<file path="src/rtl/uart_tx_arbiter_if.sv">
// Signal bundle between the UART TX arbiter, its byte sources and the shared
// UART transmitter.
// Handshake: a source holds req_valid/req_data/req_last. A one-cycle req_ready
// pulse means the byte was taken, and the source must advance to its next byte
// or drop req_valid in the following cycle. Toward the transmitter,
// uart_tx_valid is a one-cycle start strobe. uart_tx_data stays stable until
// the transmitter's one-cycle uart_tx_done pulse.
interface uart_tx_arbiter_if #(
  parameter int NUM_REQ = 4
);
  logic [NUM_REQ-1:0]   req_valid;
  logic [8*NUM_REQ-1:0] req_data;
  logic [NUM_REQ-1:0]   req_last;
  logic [NUM_REQ-1:0]   req_ready;
  logic                 uart_tx_valid;
  logic [7:0]           uart_tx_data;
  logic                 uart_tx_done;
  logic [2:0]           grant_id;
  logic                 busy;

  // Arbiter side.
  modport master (
    input  req_valid, req_data, req_last, uart_tx_done,
    output req_ready, uart_tx_valid, uart_tx_data, grant_id, busy
  );

  // Environment side: the byte sources plus the transmitter.
  modport slave (
    output req_valid, req_data, req_last, uart_tx_done,
    input  req_ready, uart_tx_valid, uart_tx_data, grant_id, busy
  );
endinterface

</file>
<file path="src/rtl/uart_tx_arbiter.sv">
// Round-robin arbiter that shares one UART transmitter among NUM_REQ byte
// sources. A grant is held, as a lock, until the last byte of a packet
// completes. The lock is dropped early if the owner stalls for LOCK_TIMEOUT
// idle cycles; a LOCK_TIMEOUT of 0 disables the timeout. All outputs are
// registered.
module uart_tx_arbiter #(
  parameter int NUM_REQ      = 4,
  parameter int LOCK_TIMEOUT = 1024
) (
  input  logic              uart_clk,
  input  logic              uart_rst_n,
  uart_tx_arbiter_if.master bus,
  output logic [1:0]        dbg_state,
  output logic              dbg_lock,
  output logic [2:0]        dbg_rr_ptr
);

  localparam bit               TIMEOUT_EN = (LOCK_TIMEOUT > 0);
  localparam int               CNT_W      = (LOCK_TIMEOUT > 0) ? $clog2(LOCK_TIMEOUT + 1) : 1;
  localparam logic [CNT_W-1:0] CNT_LIMIT  = CNT_W'(LOCK_TIMEOUT);
  localparam logic [2:0]       LAST_IDX   = 3'(NUM_REQ - 1);

  typedef enum logic [1:0] {
    IDLE      = 2'd0,
    ISSUE     = 2'd1,
    WAIT_DONE = 2'd2
  } state_t;

  state_t             state_q, state_d;
  logic [NUM_REQ-1:0] ready_q, ready_d;
  logic               tx_valid_q, tx_valid_d;
  logic [7:0]         tx_data_q, tx_data_d;
  logic [2:0]         grant_q, grant_d;
  logic               busy_q, busy_d;
  logic               last_q, last_d;
  logic               lock_q, lock_d;
  logic [2:0]         rr_q, rr_d;
  logic [CNT_W-1:0]   cnt_q, cnt_d;

  // Request vectors are widened to 8 lanes so a 3-bit index always fits.
  logic [7:0]  valid8;
  logic [7:0]  last8;
  logic [63:0] data64;
  logic [2:0]  sel;
  logic        found;
  logic        timeout_hit;
  logic        grant_now;
  logic [2:0]  next_rr;

  assign valid8 = 8'(bus.req_valid);
  assign last8  = 8'(bus.req_last);
  assign data64 = 64'(bus.req_data);

  // Candidate selection: the locked owner only, else first valid from rr_ptr.
  always_comb begin
    int idx;
    idx   = 0;
    sel   = grant_q;
    found = 1'b0;
    if (lock_q) begin
      found = valid8[grant_q];
    end else begin
      for (int i = 0; i < NUM_REQ; i++) begin
        idx = (int'(rr_q) + i) % NUM_REQ;
        if (!found && valid8[idx[2:0]]) begin
          found = 1'b1;
          sel   = idx[2:0];
        end
      end
    end
  end

  // A stalled owner loses its lock once the idle counter reaches the limit.
  assign timeout_hit = TIMEOUT_EN && lock_q && !valid8[grant_q] && (cnt_q == CNT_LIMIT);
  assign grant_now   = (state_q == IDLE) && found && !timeout_hit;
  assign next_rr     = (grant_q == LAST_IDX) ? 3'd0 : grant_q + 3'd1;

  // State and registered-output flops.
  always_ff @(posedge uart_clk or negedge uart_rst_n) begin
    if (!uart_rst_n) begin
      state_q    <= IDLE;
      ready_q    <= '0;
      tx_valid_q <= 1'b0;
      tx_data_q  <= 8'h00;
      grant_q    <= 3'd0;
      busy_q     <= 1'b0;
      last_q     <= 1'b0;
      lock_q     <= 1'b0;
      rr_q       <= 3'd0;
      cnt_q      <= '0;
    end else begin
      state_q    <= state_d;
      ready_q    <= ready_d;
      tx_valid_q <= tx_valid_d;
      tx_data_q  <= tx_data_d;
      grant_q    <= grant_d;
      busy_q     <= busy_d;
      last_q     <= last_d;
      lock_q     <= lock_d;
      rr_q       <= rr_d;
      cnt_q      <= cnt_d;
    end
  end

  // Next-state: accept -> one strobe cycle -> wait for the frame to finish.
  always_comb begin
    state_d = state_q;
    case (state_q)
      IDLE:      if (grant_now) state_d = ISSUE;
      ISSUE:     state_d = WAIT_DONE;
      WAIT_DONE: if (bus.uart_tx_done) state_d = IDLE;
      default:   state_d = IDLE;
    endcase
  end

  // Next values of the registered outputs, lock, pointer and idle counter.
  always_comb begin
    ready_d    = '0;
    tx_valid_d = 1'b0;
    tx_data_d  = tx_data_q;
    grant_d    = grant_q;
    busy_d     = busy_q;
    last_d     = last_q;
    lock_d     = lock_q;
    rr_d       = rr_q;
    cnt_d      = cnt_q;
    case (state_q)
      IDLE: begin
        if (timeout_hit) begin
          // Release only; arbitration resumes on the following cycle.
          lock_d = 1'b0;
          rr_d   = next_rr;
          cnt_d  = '0;
        end else if (grant_now) begin
          for (int i = 0; i < NUM_REQ; i++) begin
            ready_d[i] = (sel == 3'(i));
          end
          tx_data_d = data64[{sel, 3'b000} +: 8];
          last_d    = last8[sel];
          grant_d   = sel;
          busy_d    = 1'b1;
          lock_d    = 1'b1;
          cnt_d     = '0;
        end else if (TIMEOUT_EN && lock_q) begin
          cnt_d = cnt_q + CNT_W'(1);
        end
      end
      ISSUE: tx_valid_d = 1'b1;
      WAIT_DONE: begin
        if (bus.uart_tx_done) begin
          busy_d = 1'b0;
          if (last_q) begin
            lock_d = 1'b0;
            rr_d   = next_rr;
          end
        end
      end
      default: ;
    endcase
  end

  assign bus.req_ready     = ready_q;
  assign bus.uart_tx_valid = tx_valid_q;
  assign bus.uart_tx_data  = tx_data_q;
  assign bus.grant_id      = grant_q;
  assign bus.busy          = busy_q;
  assign dbg_state         = state_q;
  assign dbg_lock          = lock_q;
  assign dbg_rr_ptr        = rr_q;

endmodule
</file>
<file path="src/flat_wrapper.sv">
// flat-port wrapper written by rule: the top's interface ports become plain ports
module uart_tx_arbiter_flat 
#(
  parameter int NUM_REQ      = 4,
  parameter int LOCK_TIMEOUT = 1024
)
  (uart_clk, uart_rst_n, dbg_state, dbg_lock, dbg_rr_ptr, bus_req_valid, bus_req_data, bus_req_last, bus_uart_tx_done, bus_req_ready, bus_uart_tx_valid, bus_uart_tx_data, bus_grant_id, bus_busy);
  uart_tx_arbiter_if #(.NUM_REQ(NUM_REQ)) bus_i ();
  input  logic uart_clk;
  input  logic uart_rst_n;
  output logic [1:0] dbg_state;
  output logic dbg_lock;
  output logic [2:0] dbg_rr_ptr;
  input wire logic [$bits(bus_i.req_valid)-1:0] bus_req_valid;
  input wire logic [$bits(bus_i.req_data)-1:0] bus_req_data;
  input wire logic [$bits(bus_i.req_last)-1:0] bus_req_last;
  input wire logic [$bits(bus_i.uart_tx_done)-1:0] bus_uart_tx_done;
  output wire logic [$bits(bus_i.req_ready)-1:0] bus_req_ready;
  output wire logic [$bits(bus_i.uart_tx_valid)-1:0] bus_uart_tx_valid;
  output wire logic [$bits(bus_i.uart_tx_data)-1:0] bus_uart_tx_data;
  output wire logic [$bits(bus_i.grant_id)-1:0] bus_grant_id;
  output wire logic [$bits(bus_i.busy)-1:0] bus_busy;
  assign bus_i.req_valid = bus_req_valid;
  assign bus_i.req_data = bus_req_data;
  assign bus_i.req_last = bus_req_last;
  assign bus_i.uart_tx_done = bus_uart_tx_done;
  assign bus_req_ready = bus_i.req_ready;
  assign bus_uart_tx_valid = bus_i.uart_tx_valid;
  assign bus_uart_tx_data = bus_i.uart_tx_data;
  assign bus_grant_id = bus_i.grant_id;
  assign bus_busy = bus_i.busy;
  uart_tx_arbiter #(.NUM_REQ(NUM_REQ), .LOCK_TIMEOUT(LOCK_TIMEOUT)) u_core (.uart_clk(uart_clk), .uart_rst_n(uart_rst_n), .bus(bus_i), .dbg_state(dbg_state), .dbg_lock(dbg_lock), .dbg_rr_ptr(dbg_rr_ptr));
endmodule
</file>
<file path="config.mk">
export PLATFORM = sky130hd
export DESIGN_NAME = uart_tx_arbiter_flat
export DESIGN_NICKNAME = d
export VERILOG_FILES = /design/src/rtl/uart_tx_arbiter_if.sv /design/src/rtl/uart_tx_arbiter.sv /design/src/flat_wrapper.sv
export SDC_FILE = /design/constraint.sdc
export NUM_CORES = 1
export LEC_CHECK = 0
export ABC_AREA = 0
export CORE_MARGIN = 2
export CORE_UTILIZATION = 48
export DETAILED_ROUTE_END_ITERATION = 10
export PLACE_DENSITY_LB_ADDON = 0.12
export SLEW_MARGIN = 20
export SYNTH_ARGS = -nofsm -noshare
export SYNTH_HDL_FRONTEND = slang
export SYNTH_SLANG_ARGS = --single-unit
</file>
<file path="constraint.sdc">
create_clock -name uart_clk -period 2.8 [get_ports uart_clk]
set_input_delay 0.56 -clock uart_clk [delete_from_list [all_inputs] [get_ports uart_clk]]
set_output_delay 0.56 -clock uart_clk [all_outputs]
set_load 0.02 [all_outputs]
</file>
Word-level counts from Yosys, hierarchy flattened
Cells that the tools add are included.

Register bits after elaboration: 35. Bits of input ports: 43. Word-level logic and storage cells: 112.

Add/subtract/negate cells: 5. Magnitude comparators: 6. Eq/ne operators: 13. Shift-type cells: 1. Multiplexer cells: 48. Bitwise gates (word level): 4. Reduce and logical (&&, ||, !) cells: 25.

Operators with widths (number): 64-bit by 7-bit indexed part select with 8-bit output (1); 11-bit 2-to-1 mux (3); 3-bit 2-to-1 mux (9); 1-bit 2-to-1 mux (21); 3-bit by 4-bit < comparator with 1-bit output, second input constant (5); 1-bit binary-select mux with 3-bit select (5); 4-bit 2-to-1 mux (3); 4-bit AND reduction (3); 11-bit by 1-bit adder with 11-bit output, second input constant (1); 11-bit equality test, second input constant (1); 3-bit by 2-bit equality test with 1-bit output, second input constant (3); 1-bit logical AND (7); 2-bit by 1-bit != test with 1-bit output, second input constant (3); 2-bit case mux with 3 select lines (1); 3-bit case mux with 2 select lines (1); 2-bit OR reduction (3); 1-bit logical NOT (5); 2-bit adder, second input constant (2); 2-bit by 4-bit < comparator with 1-bit output, second input constant (1); 2-bit 2-to-1 mux (2); 2-bit != test, second input constant (2); 1-bit case mux with 2 select lines (2); 2-bit AND reduction (2); 3-bit by 1-bit adder with 3-bit output, second input constant (1); other kinds (13) (15).

Longest topological paths before layout
Gate-level depths: netlist of the first run.

Word-level depth: 21. Mapped depth: 9. Gate-level depth less buffers: 8.

Least setup slack after synthesis of the first run
Ideal clock, no wire load.

Path kind: input -> register. Start: in bus_req_valid[1]. End: reg u_core.tx_data_q[0] (netlist: u_core.bus.uart_tx_data[0]). Data arrival time: 2.107 ns. Required time: 2.662 ns. Path slack: 0.555 ns. Stages: 9. Path buffers: 2. Cells stage by stage: buf_6 -> nor2_2 -> nor4b_4 -> or3_2 -> a2bb2oi_2 -> nand4_4 -> buf_8 -> mux2i_1 -> o221ai_1.

Cells in the longest elaborated chain, start to end: 19.

Ends and longest elaborated chain: start, declared (RTL line flat_wrapper.sv:14) `input wire logic [$bits(bus_i.req_valid)-1:0] bus_req_valid;`; parallel branches: the longest is 19 deep, another holds 1-bit binary-select mux with 2-bit select; end signal, assigned (RTL line uart_tx_arbiter.sv:95) `tx_data_q <= tx_data_d;`; end, declared (RTL line uart_tx_arbiter.sv:32) `logic [7:0] tx_data_q, tx_data_d;`.

Parallel ways; which one is timed is not known. The select of a mux whose other input is x is not followed. A chain may end at the register's enable or synchronous reset.

Final worst setup path of the first run
Start: in bus_req_valid[2]. End: reg u_core.tx_data_q[3] (netlist: u_core.bus.uart_tx_data[3]).

The elaborated chain is that of the path after synthesis.

==> reports/metrics.yaml, run 1 <==
global_route:
  grt_pass1_vias: 1792
  grt_pass1_wl_mm: 8.30
  grt.overflow.total: 0
  track_usage_pct: 20.5
  antenna_found_initial: 0
  grt_start_max_net_pins: 36
logic_synthesis:
  synth_fp_nets: 268
  avgSynthCellArea_um2: 10.1
  synth-seq-cells: 35
  synth-seq-area-share_pct: 39.1
  netlist_area_um2: 2240
  synth_edf_count: 0
  yosysWarnings: 0
  async_flop_share_pct: 100
  postSynthCellCount: 222
  ys.flop_type: "dfrtp_1"
  synth_cell_type_count: 64
power:
  vdd_drop_max_mv: 0.649
  p_int_mw: 1.91
  p_seq_share_pct: 27.5
  combPwrFrac_pct: 59.4
  power_density_nw_per_um2: 1050
  p_sw_mw: 1.35
  finalPower_mw: 3.26
  total_leakage_power_nw: 1.39
  swShare_pct: 41.4
  pwr-share-clk_pct: 13.1
final_layout:
  fin_area_um2: 3100
  nets: 347
  final_cell_mix: "clkdlybuf4s50_1, dfrtp_1, nand2_1, nor2_1, mux2i_1"
  drive_gt1_share_pct: 15.6
  final-seq-area_um2: 876
  multiInputGateArea_um2: 1200
  n_fill_cell: 368
  area_delta_synth_final_pct: 38.4
  n_antenna_cell: 0
  final_common_cell: "clkdlybuf4s50_1"
detailed_routing:
  drt_iter0_markers: 61
  via_count: 1921
  dr.pass1.iters: 4
  postRouteAntennaNets: 0
  vias_per_cell: 5.44
  drt-wirelength-per-cell_um: 14.5
  drt-total-wl_mm: 5.11
  drc: 0
setup_path:
  cp_top_family: "buffers and inverters"
  required_ns: 2.94
  cp.arrival_ns: 2.75
  crit_slowest_cell: "clkdlybuf4s50_1"
  crit_type: "in2reg"
  crit_fanout: 23
  reg2reg_depth: 8
  worst-path-stages: 9
  rrSetupSlack_ns: 0.30
  crit_path_end_kind: "flop"
  slowest_delay_ns: 0.54
  worstPathCellList: "clkdlybuf4s50_1, buf_4, nor4b_4, or3_2, a2bb2oi_2, nand4_4, buf_12, mux2i_1, o221ai_1"
  timing.rr.start: "u_core.dbg_rr_ptr[0]"
  crit_buf_inv: 3
  cp-startpoint: "bus_req_valid[2]"
  startpoint_type: "input pin"
sta:
  fin_crit_sh_pct: 93.0
  fin_crit_ns: 2.61
  fin_ws_ns: 0.195
  skew_ns: 0.00590
  hold_ws_ns: 0.485
  rsz0062_at_grt: "false"
  fmax_mhz: 384
  relSlewSlack_pct: 53.1
  finalHoldViolCount: 0
  fin_setup_tns_ns: 0
  worst_pin_slew_ns: 0.698
  slew_viol_final: 0
  setup_viol: 0
hold_path:
  hold_path.class: "reg2reg"
  min_delay_path_depth: 2
  hp-start: "u_core.bus.uart_tx_data[2]"
floorplanning:
  fp.dieH_um: 72.3
  dieArea_um2: 5230
  rows: 24
  die_x_um: 72.3
  core_um2: 4410
  io_pins: 66
  start_util_pct: 50.7
clock_tree:
  postCtsSetupBuffers: 0
  clock_latency_ns: 0.28
  clock_path_buffers: 2
  cts.sinks: 35
  clk_pin_slew_ns: 0.07
  ctsResizeCount: 0
  ctsHoldBuffers: 0
  cts_buffers: 5
  cts_max_level: 2
  cts_tree: "yes"
  cts_root_buf: "clkbuf_8"
outcome:
  status: "complete, no violations"
placed_design:
  dp_slack_ns: -0.118
  port_buffers: 65
  place.gp.congestion: 0.847
  dp_hpwl_mm: 3.86
  placed_area_um2: 3000
run:
  drv_cap: 0
cell usage after synthesis (all sizes together), types with 4 or more instances:
cell / n / area [µm²]
a21oi: 4 / 20.0
nand3: 5 / 25.0
dfrtp: 35 / 876
xor2: 6 / 52.6
nor2b: 8 / 52.6
o221ai: 10 / 87.6
nand4: 4 / 40.0
inv: 10 / 40.0
nor2: 25 / 98.8
o21ai: 9 / 63.8
mux2i: 18 / 180
buf: 8 / 83.8
nand2b: 4 / 27.5
nand2: 25 / 96.4
flip-flops by register name, summed over array words and instances, names as in the netlist:
name                      cells
u_core.dbg_state              2
u_core.last_q                 1
u_core.bus.busy               1
u_core.bus.req_ready          4
u_core.bus.grant_id           3
u_core.cnt_q                 11
u_core.dbg_rr_ptr             3
u_core.bus.uart_tx_data       8
u_core.dbg_lock               1
u_core.bus.uart_tx_valid      1
metrics by stage:
stage / instances / util (%)
5_1_grt: 353 / 70.2
6_report: 353 / 70.2
3_5_place_dp: 346 / 67.9
4_1_cts: 353 / 70.2
2_1_floorplan: 222 / -
3_3_place_gp: 346 / 67.9
worst reg2reg max path: stages, from the launching register on:
cell and delay [ns]:
dfrtp_1 0.66, nor2_1 0.22, a221oi_2 0.34, o21ai_2 0.12
or3_4 0.34, nand4_4 0.11, buf_12 0.19, mux2i_1 0.24
o221ai_1 0.14
cell families (layout without fill, tap and decap cells):
kind of cell	Yosys count	in the layout	share of synthesized area [%]
buf+inv	21	100	7.10
fa+ha+maj	3	3	1.68
flops	35	35	39.1
xor+xnor	9	9	3.52
simple gates	92	92	23.3
mux	19	19	9.06
compound gates	43	43	16.3
layer usage:
layer,GRT usage (%),share of wire [%],vias to the layer above,wire [µm]
met5,0,0,-,0
met4,5.03,0.86,0,44
met3,4.17,3.3,4,170
met2,34.1,51,35,2590
met1,27.5,45,927,2310
li1,-,-,955,-
cell type report:
type / count / share of cell area [%]
timing repair buffer: 83 / 26.2
clock inverter: 1 / 0.969
tap: 52 / 2.10
clock buffer: 6 / 2.34
multi-input combinational: 166 / 38.9
sequential: 35 / 28.3
inverter: 10 / 1.29
worst paths after layout:
kind | end
max | u_core.bus.uart_tx_data[3]
min reg2reg | u_core.bus.uart_tx_data[2]
min in group asynchronous | u_core.cnt_q[5]
max reg2reg | u_core.bus.uart_tx_data[3]
max in group asynchronous | u_core.dbg_state[0]
min | u_core.bus.uart_tx_data[2]
power groups by stage:
stage               logic [mW]  registers [mW]  clock network, mW
finish                    1.94           0.897              0.427
floorplan                 1.27           0.971                  0
detailed placement        1.95           0.907                  0
global route              2.11           0.927              0.463
CTS                       1.96           0.900              0.440
global placement          1.93           0.905                  0
(Power assumes the default switching activity.)
==> run 2: changes to the inputs <==
--- a/config.mk
+++ b/config.mk
@@ -5,9 +5,10 @@
 export SDC_FILE = /design/constraint.sdc
 export NUM_CORES = 1
 export LEC_CHECK = 0
-export ABC_AREA = 0
+export ABC_AREA = 1
+export CORE_ASPECT_RATIO = 0.75
 export CORE_MARGIN = 2
-export CORE_UTILIZATION = 48
+export CORE_UTILIZATION = 49
 export DETAILED_ROUTE_END_ITERATION = 10
 export PLACE_DENSITY_LB_ADDON = 0.12
 export SLEW_MARGIN = 20
==> reports/metrics.yaml, run 2 <==
clock_tree:
  clock_latency_ns: 0.29
  cts_tree: "yes"
  clk_pin_slew_ns: 0.07
  postCtsSetupBuffers: 0
  cts_max_level: 2
  ctsHoldBuffers: 0
  clock_path_buffers: 2
  cts.sinks: 35
  ctsResizeCount: 0
  cts_buffers: 5
  cts_root_buf: "clkbuf_8"
setup_path:
  cp_top_family: "simple AND/OR/NAND/NOR gates"
  crit_type: "in2reg"
  worstPathCellList: "clkdlybuf4s50_1, inv_1, nand2_1, nand2_1, nand2_2, nand2_2, o21ai_0, nand2_1, nand3_2, nand2_4, nand2_2, nand2_1, nand3_1, nand2_1, nand2_1, nand2_1"
  crit_buf_inv: 2
  cp.arrival_ns: 2.59
  slowest_delay_ns: 0.51
  startpoint_type: "input pin"
  required_ns: 2.98
  crit_path_end_kind: "flop"
  crit_fanout: 20
  cp_common_cell: "nand2_1"
  crit_slowest_cell: "clkdlybuf4s50_1"
power:
  swShare_pct: 51.6
  p_seq_share_pct: 22.8
  p_int_mw: 1.76
  combPwrFrac_pct: 66.9
  pwr-share-clk_pct: 10.3
  p_sw_mw: 1.88
  vdd_drop_max_mv: 0.701
  total_leakage_power_nw: 1.64
  power_density_nw_per_um2: 1140
floorplanning:
  core_um2: 4820
  io_pins: 66
  rows: 22
  start_util_pct: 50.3
  dieArea_um2: 5530
  fp.dieH_um: 64.9
  die_x_um: 85.2
final_layout:
  largest_reg_flops: 11
  final_core_utilization_pct: 66.3
  final_cell_mix: "nand2_1, clkdlybuf4s50_1, inv_1, nand3_1, dfrtp_1"
  regMostFlops: "u_core.cnt_q"
  drive_gt1_share_pct: 13.6
  n_antenna_cell: 0
  final_common_cell: "nand2_1"
  area_delta_synth_final_pct: 31.7
  nets: 465
detailed_routing:
  drt-total-wl_mm: 5.93
  drt-wirelength-per-cell_um: 12.4
  dr.pass1.iters: 4
  drt_iter0_markers: 123
  via_count: 2397
  postRouteAntennaNets: 0
  vias_per_cell: 5.00
  drc: 0
sta:
  fin_crit_sh_pct: 86.3
  fin_setup_tns_ns: 0
  rsz0062_at_grt: "false"
  fin_crit_ns: 2.42
  relSlewSlack_pct: 66.0
  worst_pin_slew_ns: 0.511
  finalHoldViolCount: 0
  slew_viol_final: 0
  fmax_mhz: 414
  skew_ns: 0.00554
  setup_viol: 0
logic_synthesis:
  synth_fp_nets: 399
  async_flop_share_pct: 100
  synth-seq-cells: 35
  synth-seq-area-share_pct: 36.1
  yosysWarnings: 0
  avgSynthCellArea_um2: 6.87
  synth_cell_type_count: 30
  synth_top_area_share_pct: 36.1
  yosys-top-cells-count: "nand2_1, inv_1, nand3_1, dfrtp_1, nand2_2"
  synth_edf_count: 0
  ys.flop_type: "dfrtp_1"
  yosysMostFrequentCell: "nand2_1"
  postSynthCellCount: 353
  synth_area_leaders: "dfrtp_1, nand2_1, nand3_1"
  netlist_area_um2: 2420
  yosysTopAreaCell: "dfrtp_1"
global_route:
  grt_pass1_vias: 2357
  track_usage_pct: 23.5
  grt_pass1_wl_mm: 10.4
  grt.overflow.total: 0
  antenna_found_initial: 0
  grt_start_max_net_pins: 36
outcome:
  status: "complete, no violations"
placed_design:
  place.gp.congestion: 0.865
  dp_hpwl_mm: 4.55
  port_buffers: 65
run:
  drv_cap: 0
hold_path:
  hold_path.class: "reg2reg"
[run 2: layout make-up]
cell class	instances	area, µm²
clock inverter	1	5.00
tap	60	75.1
clock buffer	6	82.6
multi-input combinational	252	1260
sequential	35	876
fill	453	1620
timing repair buffer	69	681
inverter	56	210
[run 2: path summary, 6_finish.rpt]
| path | cells after the start | to | startpoint | slack, ns |
|---|---|---|---|---|
| min in group asynchronous | 2 | u_core.cnt_q[9] | uart_rst_n | 0.69 |
| max in group asynchronous | 2 | u_core.bus.uart_tx_valid | uart_rst_n | 1.79 |
| min | 2 | u_core.bus.uart_tx_data[4] | u_core.bus.uart_tx_data[4] | 0.49 |
| max reg2reg | 15 | u_core.bus.uart_tx_data[6] | u_core.dbg_rr_ptr[0] | 0.40 |
| min reg2reg | 2 | u_core.bus.uart_tx_data[4] | u_core.bus.uart_tx_data[4] | 0.49 |
| max | 16 | u_core.bus.uart_tx_data[6] | bus_req_valid[3] | 0.38 |
[run 2: power by group through the flow]
stage / logic, mW / registers (mW) / clock network [mW]
2_1_floorplan: 1.67 / 0.952 / 0
3_3_place_gp: 2.40 / 0.832 / 0
3_5_place_dp: 2.44 / 0.833 / 0
4_1_cts: 2.45 / 0.830 / 0.382
5_1_grt: 2.73 / 0.856 / 0.405
6_report: 2.43 / 0.828 / 0.374
[run 2: cells by family after synthesis]
logic type	after synthesis	share of synthesized area (%)
and+or+nand+nor	219	43.4
buffers and inverters	66	11.8
adders and majority gates	3	1.55
AOI/OAI and AO/OA	26	5.68
xor gates and xnor gates	4	1.45
DFF	35	36.1
[run 2: layer usage]
metal / up-vias / routed length [µm] / GRT usage, %
li1: 1231 / - / -
met1: 1093 / 2900 / 33.4
met2: 64 / 2660 / 36.7
met3: 9 / 304 / 5.10
met4: 0 / 67 / 5.56
met5: - / 0 / 0
[run 2: tightest hold or removal path: cells and delay by family, from the launching register on]
family / cells / cell delay, ns
AND/OR/NAND/NOR: 2 / 0.12
flip-flops: 1 / 0.35
[run 2: per-stage QoR]
stage	area (µm²)	std cells	power, mW	worst slack [ns]	hold WS (ns)
6_report	3190	479	3.63	0.383	0.493
5_1_grt	3190	479	3.99	0.142	0.519
4_1_cts	3190	479	3.66	0.396	0.491
3_5_place_dp	3110	472	3.27	0.113	0.465
3_3_place_gp	3110	472	3.23	0.153	0.468
2_1_floorplan	2420	353	2.62	0.726	0.264
